==> config.mk <==
export PLATFORM = sky130hd
export DESIGN_NAME = sort_sequencer
export DESIGN_NICKNAME = d
export VERILOG_FILES = /design/src/rtl/sort_pkg.sv /design/src/rtl/slt.sv /design/src/rtl/sort_sequencer.sv
export SDC_FILE = /design/constraint.sdc
export NUM_CORES = 1
export LEC_CHECK = 0
export ABC_CLOCK_PERIOD_IN_PS = 6990
export CAP_MARGIN = 20
export CORE_UTILIZATION = 50
export CTS_CLUSTER_DIAMETER = 60
export DETAILED_ROUTE_END_ITERATION = 10
export PLACE_DENSITY = 0.69
export SETUP_SLACK_MARGIN = 0.05
export SLEW_MARGIN = 20
export SYNTH_ARGS = -nofsm -noshare
export SYNTH_HDL_FRONTEND = slang
export SYNTH_SLANG_ARGS = --single-unit
==> constraint.sdc <==
create_clock -name clk -period 6.99 [get_ports clk]
set_input_delay 0.699 -clock clk [delete_from_list [all_inputs] [get_ports clk]]
set_output_delay 0.699 -clock clk [all_outputs]
set_load 0.005 [all_outputs]
==> src/rtl/sort_pkg.sv <==
`default_nettype none
// ============================================================================
//  Module      : sort_pkg
//  Description : Shared types for the sort sequencer: the three-state FSM
//                enumeration and a helper giving the compare-phase length.
//  Revision    : 1.0  initial release
// ============================================================================
package sort_pkg;

    typedef enum logic [1:0] {
        LOAD  = 2'd0,
        SORT  = 2'd1,
        DRAIN = 2'd2
    } state_t;

    // Number of compare cycles a full bubble sort of `depth` words takes.
    function automatic int sort_cycles(input int depth);
        return depth * (depth - 1) / 2;
    endfunction

endpackage
`default_nettype wire

==> src/rtl/slt.sv <==
`default_nettype none
// ============================================================================
//  Module      : slt
//  Description : Structural signed (two's complement) less-than comparator.
//                Both operands are sign-extended by one bit and a - b is
//                formed as a + ~b + 1 with a ripple carry chain; the sign bit
//                of that N+1 bit difference cannot overflow, so it is the
//                answer directly.
//  Ports       : a_i  [N-1:0]  left operand
//                b_i  [N-1:0]  right operand
//                lt_o          1 when signed(a_i) < signed(b_i)
//  Revision    : 1.0  initial release
// ============================================================================
module slt #(
    parameter int N = 32
) (
    input  logic [N-1:0] a_i,
    input  logic [N-1:0] b_i,
    output logic         lt_o
);

    logic [N:0] w_a_ext;
    logic [N:0] w_b_inv;
    logic [N:0] w_carry;

    assign w_a_ext    = {a_i[N-1], a_i};
    assign w_b_inv    = ~{b_i[N-1], b_i};
    assign w_carry[0] = 1'b1;

    genvar gi;
    generate
        for (gi = 0; gi < N; gi++) begin : g_carry
            assign w_carry[gi+1] = (w_a_ext[gi] & w_b_inv[gi]) |
                                   (w_carry[gi] & (w_a_ext[gi] ^ w_b_inv[gi]));
        end
    endgenerate

    // Only the sign bit of the difference is needed.
    assign lt_o = w_a_ext[N] ^ w_b_inv[N] ^ w_carry[N];

endmodule
`default_nettype wire

==> src/rtl/sort_sequencer.sv <==
`default_nettype none
// ============================================================================
//  Module      : sort_sequencer
//  Description : Loads a batch of DEPTH signed words, bubble-sorts them in
//                place with a single shared comparator (fixed DEPTH*(DEPTH-1)/2
//                compare cycles), then streams them out in ascending order.
//  Ports       : clk, rst                 clock, asynchronous active-high reset
//                in_valid/in_ready/in_data   input word handshake (LOAD only)
//                out_valid/out_ready/out_data sorted word handshake (DRAIN only)
//                busy                     high while sorting
//  Revision    : 1.0  initial release
// ============================================================================
module sort_sequencer #(
    parameter int N     = 32,
    parameter int DEPTH = 4
) (
    input  logic         clk,
    input  logic         rst,
    input  logic         in_valid,
    output logic         in_ready,
    input  logic [N-1:0] in_data,
    output logic         out_valid,
    input  logic         out_ready,
    output logic [N-1:0] out_data,
    output logic         busy
);

    import sort_pkg::*;

    localparam int             CW        = $clog2(DEPTH) + 1;
    localparam int             AW        = $clog2(DEPTH);
    localparam logic [CW-1:0]  LAST_IDX  = CW'(DEPTH - 1);
    localparam logic [CW-1:0]  LAST_PASS = CW'(DEPTH - 2);

    state_t        state_q;
    logic [CW-1:0] wr_idx_q;
    logic [CW-1:0] rd_idx_q;
    logic [CW-1:0] j_q;
    logic [CW-1:0] p_q;
    logic [N-1:0]  mem_q [DEPTH];
    logic          in_ready_q;
    logic          out_valid_q;
    logic          busy_q;

    logic [N-1:0]  w_lo;
    logic [N-1:0]  w_hi;
    logic          w_lt;
    logic          w_pass_end;

    // The pair under comparison: slot j and slot j+1.
    assign w_lo = mem_q[j_q[AW-1:0]];
    assign w_hi = mem_q[AW'(j_q + CW'(1))];

    // Swap when the upper slot is strictly smaller; equal words stay put.
    slt #(.N(N)) u_slt (
        .a_i  (w_hi),
        .b_i  (w_lo),
        .lt_o (w_lt)
    );

    // Pass p compares j = 0 .. DEPTH-2-p.
    assign w_pass_end = (j_q == (LAST_PASS - p_q));

    always_ff @(posedge clk or posedge rst) begin
        if (rst) begin
            state_q     <= LOAD;
            wr_idx_q    <= '0;
            rd_idx_q    <= '0;
            j_q         <= '0;
            p_q         <= '0;
            in_ready_q  <= 1'b1;
            out_valid_q <= 1'b0;
            busy_q      <= 1'b0;
            for (int i = 0; i < DEPTH; i++) begin
                mem_q[i] <= '0;
            end
        end else begin
            case (state_q)
                LOAD: begin
                    if (in_valid && in_ready_q) begin
                        mem_q[wr_idx_q[AW-1:0]] <= in_data;
                        if (wr_idx_q == LAST_IDX) begin
                            wr_idx_q   <= '0;
                            j_q        <= '0;
                            p_q        <= '0;
                            state_q    <= SORT;
                            in_ready_q <= 1'b0;
                            busy_q     <= 1'b1;
                        end else begin
                            wr_idx_q <= wr_idx_q + CW'(1);
                        end
                    end
                end

                SORT: begin
                    if (w_lt) begin
                        mem_q[j_q[AW-1:0]]       <= w_hi;
                        mem_q[AW'(j_q + CW'(1))] <= w_lo;
                    end
                    if (w_pass_end) begin
                        j_q <= '0;
                        if (p_q == LAST_PASS) begin
                            p_q         <= '0;
                            rd_idx_q    <= '0;
                            state_q     <= DRAIN;
                            busy_q      <= 1'b0;
                            out_valid_q <= 1'b1;
                        end else begin
                            p_q <= p_q + CW'(1);
                        end
                    end else begin
                        j_q <= j_q + CW'(1);
                    end
                end

                DRAIN: begin
                    if (out_valid_q && out_ready) begin
                        if (rd_idx_q == LAST_IDX) begin
                            rd_idx_q    <= '0;
                            state_q     <= LOAD;
                            out_valid_q <= 1'b0;
                            in_ready_q  <= 1'b1;
                        end else begin
                            rd_idx_q <= rd_idx_q + CW'(1);
                        end
                    end
                end

                default: begin
                    state_q     <= LOAD;
                    in_ready_q  <= 1'b1;
                    out_valid_q <= 1'b0;
                    busy_q      <= 1'b0;
                end
            endcase
        end
    end

    assign in_ready  = in_ready_q;
    assign out_valid = out_valid_q;
    assign busy      = busy_q;
    // rd_idx only advances in DRAIN, so this holds steady while stalled.
    assign out_data  = mem_q[rd_idx_q[AW-1:0]];

endmodule
`default_nettype wire
==> impl_metrics.py <==
metrics = {
    "outcome": {
        "status": "finished with violations",
        "failed_checks": "design-rule violations",
    },
    "sta": {
        "period_share": 0.802,
        "final_max_slew_viol_count": 0,
        "setup_slack_ns": 1.38,
        "hold_violations": 0,
        "tightest_slew_ns": 1.16,
        "fmax_mhz": 178,
        "min_period_ns": 5.61,
        "tns_ns": 0,
        "setup_violations": 0,
        "skew_ns": 0.0135,
        "slew_headroom": 0.226,
        "rsz0062_at_grt": "no",
    },
    "placed_design": {
        "place.gp.congestion": 0.832,
        "pre_cts_slack_ns": 1.49,
        "placement.io_buffers": 70,
        "dp_hpwl_mm": 19.7,
        "dpl_cell_area_mm2": 0.0122,
    },
    "cts": {
        "cts_buffers": 17,
        "post_cts_buffers": 0,
        "clkLatencyLatePin_ns": 0.44,
        "clk_pin_slew_ns": 0.06,
        "cts_resized": 0,
        "cts_hold_buf": 0,
        "cts_buffer_depth": 2,
        "cts_tree": "yes",
        "numClockSinks": 145,
        "root_buffer": "clkbuf_16",
        "cts_max_level": 4,
    },
    "floorplanning": {
        "die_area_mm2": 0.0233,
        "io_pins": 71,
        "start_util": 0.515,
        "fp-row-count": 54,
        "coreArea_mm2": 0.0220,
        "die_x_um": 153,
        "die_h_um": 153,
    },
    "synthesis": {
        "synth_cell_types": 46,
        "synth_cells": 1079,
        "synth-seq-cells": 145,
        "syn_nets": 1161,
        "syn_area_per_cell_um2": 10.5,
        "netlist_area_mm2": 0.0113,
        "yosys_warnings": 0,
        "async_flop_share": 1.00,
        "ys.flop_type": "dfrtp_1",
        "synth-edff-count": 0,
        "seq_area_frac_synth": 0.320,
    },
    "global_routing": {
        "grt_pass1_wl_mm": 54.3,
        "grt.total_usage": 0.301,
        "grt_pass1_vias": 9792,
        "antenna_found_initial": 0,
        "grt-ovfl-total": 0,
        "grt_max_degree": 104,
    },
    "setup_path": {
        "slowest_stage": "ha_1",
        "rr_startpoint": "j_q[0]",
        "cp.arrival_ns": 5.92,
        "reg2reg_setup_slack_ns": 1.38,
        "crit_type": "flip-flop to flip-flop",
        "critPathRequiredTime_ns": 7.31,
        "rr_endpoint": "mem_q[51]",
        "reg2reg_depth": 13,
        "critPathMaxFanout": 26,
        "crit_family": "adder cells",
        "crit_chain": "inv_1 > ha_1 > buf_4 > mux4_2 > ha_1 > a21oi_1 > o21ai_0 > o221ai_1 > nor3_1 > a211oi_4 > o21ai_4 > buf_4 > mux2_2",
        "path_buf_inv": 3,
        "slowest_delay_ns": 1.04,
        "worst_setup_path_start_kind": "flip-flop",
        "endpoint_kind": "flip-flop",
    },
    "detailed_routing": {
        "detail_route.vias_per_cell": 6.95,
        "wl_met1_mm": 13.5,
        "drt-pass1-iter-count": 11,
        "drtIter0Drc": 921,
        "drt_wl_total_mm": 33.5,
        "wire_per_inst_um": 24.3,
        "wl_met3_mm": 3.05,
        "ant_nets": 0,
        "drc": 4,
        "via_count": 9557,
        "dr.max_layer_used": "met4",
        "wl_met2_mm": 15.9,
    },
    "final_layout": {
        "stdcell_area_mm2": 0.0129,
        "final_cell_mix": "140 x dfrtp_1, 118 x mux2_2, 107 x a21oi_1, 107 x nor2_1",
        "syn2layout_area_growth_pct": 13.8,
        "final_common_cell": "dfrtp_1",
        "diodes": 0,
        "fillCellCount": 1836,
        "fin_nets": 1165,
        "final_layout_size_suffix_gt1_frac": 0.262,
    },
    "job": {
        "max-cap-violations": 0,
    },
    "hold_path": {
        "hold_class": "flip-flop to flip-flop",
        "min_delay_path_depth": 1,
        "worstHoldStart": "rd_idx_q[2]",
        "whs_endpoint": "rd_idx_q[2]",
    },
}
## worst max path at each step
stage / cells after the start / from / to
finish: 13 / j_q[0] / mem_q[51]
global route: 13 / j_q[0] / mem_q[51]
floorplan: 17 / j_q[0] / mem_q[1]
global placement: 13 / j_q[0] / mem_q[41]
detailed placement: 13 / j_q[0] / mem_q[45]
CTS: 13 / j_q[0] / mem_q[45]
## logic make-up (layout without fill, tap and decap cells)
| logic type | count (synthesis) | count (layout) | synth area share |
|---|---|---|---|
| AOI/OAI and AO/OA | 289 | 289 | 0.177 |
| xor gates and xnor gates | 4 | 4 | 0.00309 |
| adders and majority gates | 46 | 46 | 0.0507 |
| buffers and inverters | 152 | 169 | 0.0518 |
| DFF | 145 | 145 | 0.320 |
| muxes | 225 | 225 | 0.318 |
| and+or+nand+nor | 218 | 218 | 0.0793 |
## area by class of cell
class,count,area (µm²),area share
multi-input cells,782,7190,0.557
clock buffers,19,443,0.0343
inverters,44,170,0.0132
clock inverters,13,233,0.0180
flip-flops and latches,145,3640,0.282
well taps,280,350,0.0271
repair buffers,93,893,0.0692
## worst register-to-register path, stage by stage (launching register included)
cell and delay [ns]:
dfrtp_4 0.72, inv_1 0.19, ha_1 1.04, buf_4 0.38
mux4_2 0.39, ha_1 0.32, a21oi_1 0.06, o21ai_0 0.21
o221ai_1 0.20, nor3_1 0.36, a211oi_4 0.18, o21ai_4 0.59
buf_4 0.45, mux2_2 0.38
## routing by layer
| metal | GRT usage | vias up |
|---|---|---|
| li1 | - | 4170 |
| met2 | 0.481 | 525 |
| met1 | 0.402 | 4773 |
| met5 | 0 | - |
| met4 | 0.135 | 0 |
| met3 | 0.0560 | 89 |
## registers in the layout, summed over array words and instances, names as in the netlist
name       flops
busy           1
in_ready       1
j_q            3
mem_q        128
out_valid      1
p_q            3
rd_idx_q       3
state_q        2
wr_idx_q       3
## synth_stat cells, types with 3 or more instances
| master | count | share of area |
|---|---|---|
| nand2b_1 | 4 | 0.0022 |
| nor2b_1 | 8 | 0.0044 |
| buf_2 | 14 | 0.0062 |
| inv_1 | 44 | 0.015 |
| mux4_2 | 96 | 0.19 |
| mux2_1 | 9 | 0.0089 |
| clkbuf_1 | 79 | 0.026 |
| ha_1 | 46 | 0.051 |
| dfrtp_1 | 144 | 0.32 |
| nand3_1 | 5 | 0.0022 |
| buf_1 | 15 | 0.0050 |
| o21a_1 | 5 | 0.0033 |
| nor3_1 | 5 | 0.0022 |
| o31ai_1 | 4 | 0.0026 |
| a21o_1 | 4 | 0.0026 |
| mux2_2 | 118 | 0.12 |
| a221oi_1 | 96 | 0.074 |
| nor2_1 | 107 | 0.035 |
| o21ai_0 | 16 | 0.0071 |
| o21ai_2 | 4 | 0.0031 |
| a31oi_1 | 6 | 0.0033 |
| a211oi_1 | 5 | 0.0033 |
| a21oi_1 | 107 | 0.047 |
| a22oi_1 | 31 | 0.021 |
| xor2_1 | 3 | 0.0023 |
| nand2_1 | 77 | 0.025 |
## metrics by stage
stage	util	instances	hold WS [ns]
after global placement	0.554	1343	0.461
after CTS	0.585	1375	0.488
after global routing	0.586	1376	0.509
after detailed placement	0.554	1343	0.474
final	0.586	1376	0.480
after floorplan	-	1079	0.449
Power is left out: the tool's default activity adds up to more than one toggle a clock period on the data nets, which glitch-free logic cannot reach.
